### config.mk
export PLATFORM = sky130hd
export DESIGN_NAME = conv_job_sequencer
export DESIGN_NICKNAME = d
export VERILOG_FILES = /design/src/rtl/conv_pkg.sv /design/src/rtl/conv_sat_counter.sv /design/src/rtl/conv_job_sequencer.sv
export SDC_FILE = /design/constraint.sdc
export NUM_CORES = 1
export LEC_CHECK = 0
export ABC_AREA = 1
export BUFFER_PORTS_ARGS = -buffer_cell sky130_fd_sc_hd__buf_2
export CAP_MARGIN = 10
export CORE_UTILIZATION = 50
export DETAILED_ROUTE_END_ITERATION = 8
export MAX_ROUTING_LAYER = met4
export PLACE_DENSITY_LB_ADDON = 0.08
export SLEW_MARGIN = 20
export SYNTH_ARGS = -nofsm -noshare
export SYNTH_HDL_FRONTEND = slang
export SYNTH_SLANG_ARGS = --single-unit
### constraint.sdc
create_clock -name clk -period 2.4 [get_ports clk]
set_input_delay 0.48 -clock clk [delete_from_list [all_inputs] [get_ports clk]]
set_output_delay 0.48 -clock clk [all_outputs]
set_load 0.01 [all_outputs]
### src/rtl/conv_pkg.sv
// Shared definitions for the convolution job sequencer and the processor datapath.
package conv_pkg;

  localparam int CONV_SIZE_W = 5;

  typedef enum logic [2:0] {
    ST_IDLE    = 3'd0,
    ST_LATCH   = 3'd1,
    ST_ARM     = 3'd2,
    ST_RUN     = 3'd3,
    ST_RELEASE = 3'd4,
    ST_FINISH  = 3'd5,
    ST_ERR     = 3'd6
  } state_t;

  localparam logic [1:0] ERR_NONE = 2'b00;
  localparam logic [1:0] ERR_ZERO = 2'b01;
  localparam logic [1:0] ERR_BUSY = 2'b10;

  // States in which the core is being driven and the job timer runs.
  function automatic logic is_active(state_t s);
    return (s == ST_ARM) || (s == ST_RUN) || (s == ST_RELEASE);
  endfunction

endpackage

### src/rtl/conv_sat_counter.sv
// Saturating up-counter with synchronous clear; holds at all-ones instead of wrapping.
module conv_sat_counter #(
  parameter int W = 16
) (
  input  logic         clk,
  input  logic         rstn,
  input  logic         clr,
  input  logic         en,
  output logic [W-1:0] count
);

  always_ff @(posedge clk or negedge rstn) begin
    if (!rstn) begin
      count <= '0;
    end else if (clr) begin
      count <= '0;
    end else if (en && (count != '1)) begin
      count <= count + 1'b1;
    end
  end

endmodule

### src/rtl/conv_job_sequencer.sv
// Host-side job controller: validates a job request, runs the core's init/done
// handshake and reports completion through sticky status, irq and a cycle count.
//
// state   | meaning
// IDLE    | waiting for an accepted start
// LATCH   | sizes held, zero-size check
// ARM     | init raised, first active cycle
// RUN     | init held until core done
// RELEASE | init dropped, waiting for done to clear
// FINISH  | set done/irq, back to IDLE
// ERR     | zero-size job rejected; flags already set on entry
module conv_job_sequencer
  import conv_pkg::*;
#(
  parameter int SIZE_W  = CONV_SIZE_W,
  parameter int CYCLE_W = 16
) (
  input  logic               clk,
  input  logic               rstn,
  input  logic               start_in,
  input  logic [SIZE_W-1:0]  sizeX_in,
  input  logic [SIZE_W-1:0]  sizeY_in,
  input  logic               irq_en_in,
  input  logic               irq_clr_in,
  input  logic               conv_done_in,
  input  logic               conv_busy_in,
  output logic               conv_init_out,
  output logic [SIZE_W-1:0]  sizeX_out,
  output logic [SIZE_W-1:0]  sizeY_out,
  output logic               busy_out,
  output logic               done_out,
  output logic [1:0]         err_out,
  output logic               irq_out,
  output logic [CYCLE_W-1:0] cycles_out
);

  state_t state;
  logic   accept;
  logic   core_busy_unused;

  // Core busy is status-only here; the register block reads it directly.
  assign core_busy_unused = conv_busy_in;
  assign accept           = (state == ST_IDLE) && start_in;

  always_ff @(posedge clk or negedge rstn) begin
    if (!rstn) begin
      state         <= ST_IDLE;
      conv_init_out <= 1'b0;
      sizeX_out     <= '0;
      sizeY_out     <= '0;
      busy_out      <= 1'b0;
      done_out      <= 1'b0;
      err_out       <= ERR_NONE;
      irq_out       <= 1'b0;
    end else begin
      // Clear first so any set later in this block wins a same-cycle collision.
      if (irq_clr_in) irq_out <= 1'b0;

      case (state)
        ST_IDLE: begin
          if (start_in) begin
            sizeX_out <= sizeX_in;
            sizeY_out <= sizeY_in;
            done_out  <= 1'b0;
            err_out   <= ERR_NONE;
            busy_out  <= 1'b1;
            state     <= ST_LATCH;
          end
        end
        ST_LATCH: begin
          if ((sizeX_out == '0) || (sizeY_out == '0)) begin
            err_out  <= ERR_ZERO;
            done_out <= 1'b1;
            if (irq_en_in) irq_out <= 1'b1;
            state    <= ST_ERR;
          end else begin
            conv_init_out <= 1'b1;
            state         <= ST_ARM;
          end
        end
        ST_ARM: begin
          state <= ST_RUN;
        end
        ST_RUN: begin
          if (conv_done_in) begin
            conv_init_out <= 1'b0;
            state         <= ST_RELEASE;
          end
        end
        ST_RELEASE: begin
          if (!conv_done_in) state <= ST_FINISH;
        end
        ST_FINISH: begin
          done_out <= 1'b1;
          if (irq_en_in) irq_out <= 1'b1;
          busy_out <= 1'b0;
          state    <= ST_IDLE;
        end
        ST_ERR: begin
          busy_out <= 1'b0;
          state    <= ST_IDLE;
        end
        default: begin
          conv_init_out <= 1'b0;
          busy_out      <= 1'b0;
          state         <= ST_IDLE;
        end
      endcase

      // A start while a job is in flight is dropped but flagged; overrides a zero-size code.
      if (start_in && (state != ST_IDLE)) err_out <= ERR_BUSY;
    end
  end

  conv_sat_counter #(
    .W(CYCLE_W)
  ) u_cycles (
    .clk  (clk),
    .rstn (rstn),
    .clr  (accept),
    .en   (is_active(state)),
    .count(cycles_out)
  );

endmodule

==> flow_metrics.env <==
export IMPL_ys_seq_elements=35
export IMPL_timing_critical_path_slowest_stage_cell="dfrtp_1"
export IMPL_layout_setup_ws_ps=514.6
export IMPL_layout_cells_most_common="nand2_1"
export IMPL_rsz_0062_raised_after_global_routing="false"
export IMPL_portBuffers=47
export IMPL_placement_rows=21
export IMPL_finalClockSkew_ps=2.533
export IMPL_dp_slack_ps=516.6
export IMPL_grt_antenna_before_repair=0
export IMPL_synthesis_area_per_instance_um2=7.487
export IMPL_cts_root_buf="clkbuf_8"
export IMPL_yosysSeqAreaShare_pct=47.36
export IMPL_power_total_mw=2.268
export IMPL_netlist_instances=247
export IMPL_design_final_nets=315
export IMPL_run_status="finished clean"
export IMPL_critical_path_cell_by_cell="ha_1, nand3_1, inv_2, nand2_2, nor2_4, nor2_4, nor2_8, nand2_1, nand2_1"
export IMPL_track_usage_pct=23.31
export IMPL_detailroute_via_count=1740
export IMPL_grt_overflow_total=0
export IMPL_syn_cell_area_um2=1849
export IMPL_regArea_um2=875.8
export IMPL_fillers=344
export IMPL_tritoncts_clock_tree="yes"
export IMPL_synth_lib_cells_used_distinct=24
export IMPL_tns_ps=0
export IMPL_timing_critical_path_buf_inv=1
export IMPL_place_congestion=0.8243
export IMPL_tritoncts_num_sinks=35
export IMPL_clock_tree_buffer_depth=2
export IMPL_cts_hold_buf=0
export IMPL_total_area_of_multi_input_combinational_cells_um2=863.3
export IMPL_cts_resized=0
export IMPL_cp_max_fo=17
export IMPL_startpoint_type="flop"
export IMPL_grt_pass1_wl_um=7003
export IMPL_power_density_nw_per_um2=1029
export IMPL_final_hold_viol_count=0
export IMPL_top_layer="met4"
export IMPL_critical_path_startpoint="u_cycles.count[0]"
export IMPL_antenna_diode_count=0
export IMPL_core_area_um2=3442
export IMPL_critical_path_required_ps=2580
export IMPL_cts_inserted_buffers=5
export IMPL_synth_fp_nets=265
export IMPL_first_pass_iters=4
export IMPL_vdd_drop_max_uv=631.3
export IMPL_critPathCaptureType="flop"
export IMPL_timing_critical_path_slowest_cell_delay_ps=420
export IMPL_drc_errors=0
export IMPL_dr_wl_met2_um=1860
export IMPL_fp_dieArea_um2=3946
export IMPL_crit_family="simple AND/OR/NAND/NOR gates"
export IMPL_max_cap_violations=0
export IMPL_route_detailed_vias_per_inst=5.058
export IMPL_finalWirelength_um=4068
export IMPL_met3_routed_length_um=158
export IMPL_path_class="flop to flop"
export IMPL_grt_max_degree=36
export IMPL_wirelength_met1_um=2003
export IMPL_cp_arrival_ps=2060
export IMPL_fp_dieW_um=62.82
export IMPL_final_period_utilization_pct=78.56
export IMPL_post_route_cells_drive_above_1_share_pct=21.14
export IMPL_min_path_type="input port to asynchronous set/reset pin"
export IMPL_num_io_pins=49
export IMPL_register_to_register_setup_slack_ps=510
export IMPL_max_slew_margin_pct=50.23
export IMPL_starting_density_of_the_core_pct=53.73
export IMPL_drtIter0Drc=105
export IMPL_die_h_um=62.82
export IMPL_synthToLayoutAreaGrowth_pct=19.15
export IMPL_final_max_slew_violation_count=0
export IMPL_commonest_non_fill_non_tap_cells_in_the_layout="nand2_1, buf_2, dfrtp_1"
export IMPL_ff_to_ff_start="u_cycles.count[0]"
export IMPL_cts_htree_levels=2
export IMPL_synth_warning_count=0
export IMPL_worst_skew_pair_late_latency_ps=290
export IMPL_via_count_of_the_first_global_routing_pass=1603
export IMPL_tightest_slew_ps=746.6
export IMPL_number_of_setup_violations_in_the_final_report=0
export IMPL_post_cts_buffers=0
export IMPL_total_leakage_power_nw=1.216
export IMPL_max_clock_freq_mhz=530.4
export IMPL_wl_per_cell_um=11.83
export IMPL_postRouteAntennaNets=0
export IMPL_post_route_min_period_ps=1885
export IMPL_cts_clk_slew_worst_paths_ps=70
export IMPL_dp_hpwl_um=2855
-- synthesized netlist by cell type, drive strengths merged --
cell type,n,area share (%)
nand2,105,21
o21ai,4,1.1
clkbuf,2,0.41
buf,3,1.3
xnor2,2,0.95
nand4,13,4.4
o21bai,2,0.81
inv,21,4.3
nor2,26,7.1
xor2,4,1.9
ha,1,0.68
dfrtp,35,47
a21oi,5,1.4
nand3b,2,0.81
a2bb2oi,1,0.47
nand3,19,5.1
nor3,2,0.54
-- cell families after synthesis --
group | count (synthesis) | synth area share, %
AOI/OAI and AO/OA | 12 | 3.721
buffers and inverters | 26 | 5.954
DFF | 35 | 47.36
and+or+nand+nor | 167 | 39.45
adders and majority gates | 1 | 0.6765
xor gates and xnor gates | 6 | 2.842
-- routing by layer --
| layer | vias to the layer above | track usage, % |
|---|---|---|
| li1 | 887 | - |
| met1 | 810 | 30.05 |
| met2 | 38 | 35.60 |
| met3 | 5 | 4.927 |
| met4 | 0 | 9.593 |
| met5 | - | - |
-- worst reg2reg max path, stage by stage, from the launching register on --
cell and delay (ps):
dfrtp_1 420, ha_1 260, nand3_1 190, inv_2 90
nand2_2 90, nor2_4 50, nor2_4 400, nor2_8 120
nand2_1 90, nand2_1 60
-- flip-flops by register name, indices dropped and copies added, names as in the netlist --
name / flops
busy_out: 1
u_cycles.count: 16
sizeY_out: 5
done_out: 1
irq_out: 1
state: 3
err_out: 2
conv_init_out: 1
sizeX_out: 5
-- layout make-up --
class                           instances  share of cell area, %
Sequential cell                        35                  39.75
Multi-Input combinational cell        186                  39.18
Timing Repair Buffer                   48                  11.02
Inverter                               21                  3.578
Clock buffer                            6                  3.294
Tap cell                               46                  2.612
Clock inverter                          2                 0.5679
-- where the power goes --
group          internal, mW  leakage (nW)  switching [mW]
sequential            0.770         0.456           0.152
combinational         0.335         0.718           0.594
clock                 0.203        0.0412           0.215
total                  1.31          1.22           0.960
-- per-stage QoR --
stage | area, um^2 | utilization [%] | hold slack [ps] | std cells
3_5_place_dp | 2118 | 61.54 | 461.2 | 336
5_1_grt | 2203 | 64.01 | 317.2 | 344
2_1_floorplan | 1849 | - | 184.4 | 247
3_3_place_gp | 2118 | 61.54 | 462.6 | 336
6_report | 2203 | 64.01 | 251.5 | 344
4_1_cts | 2203 | 64.01 | 277.7 | 344
-- final timing paths --
check,endpoint,cells after the start
worst max-delay path,u_cycles.count[10],9
worst min-delay path,irq_out,1
worst max register to register,u_cycles.count[10],9
worst min register to register,conv_init_out,2
max in group asynchronous,u_cycles.count[0],1
min in group clk,err_out[0],2
No activity file was read; power rests on OpenSTA's default activity.
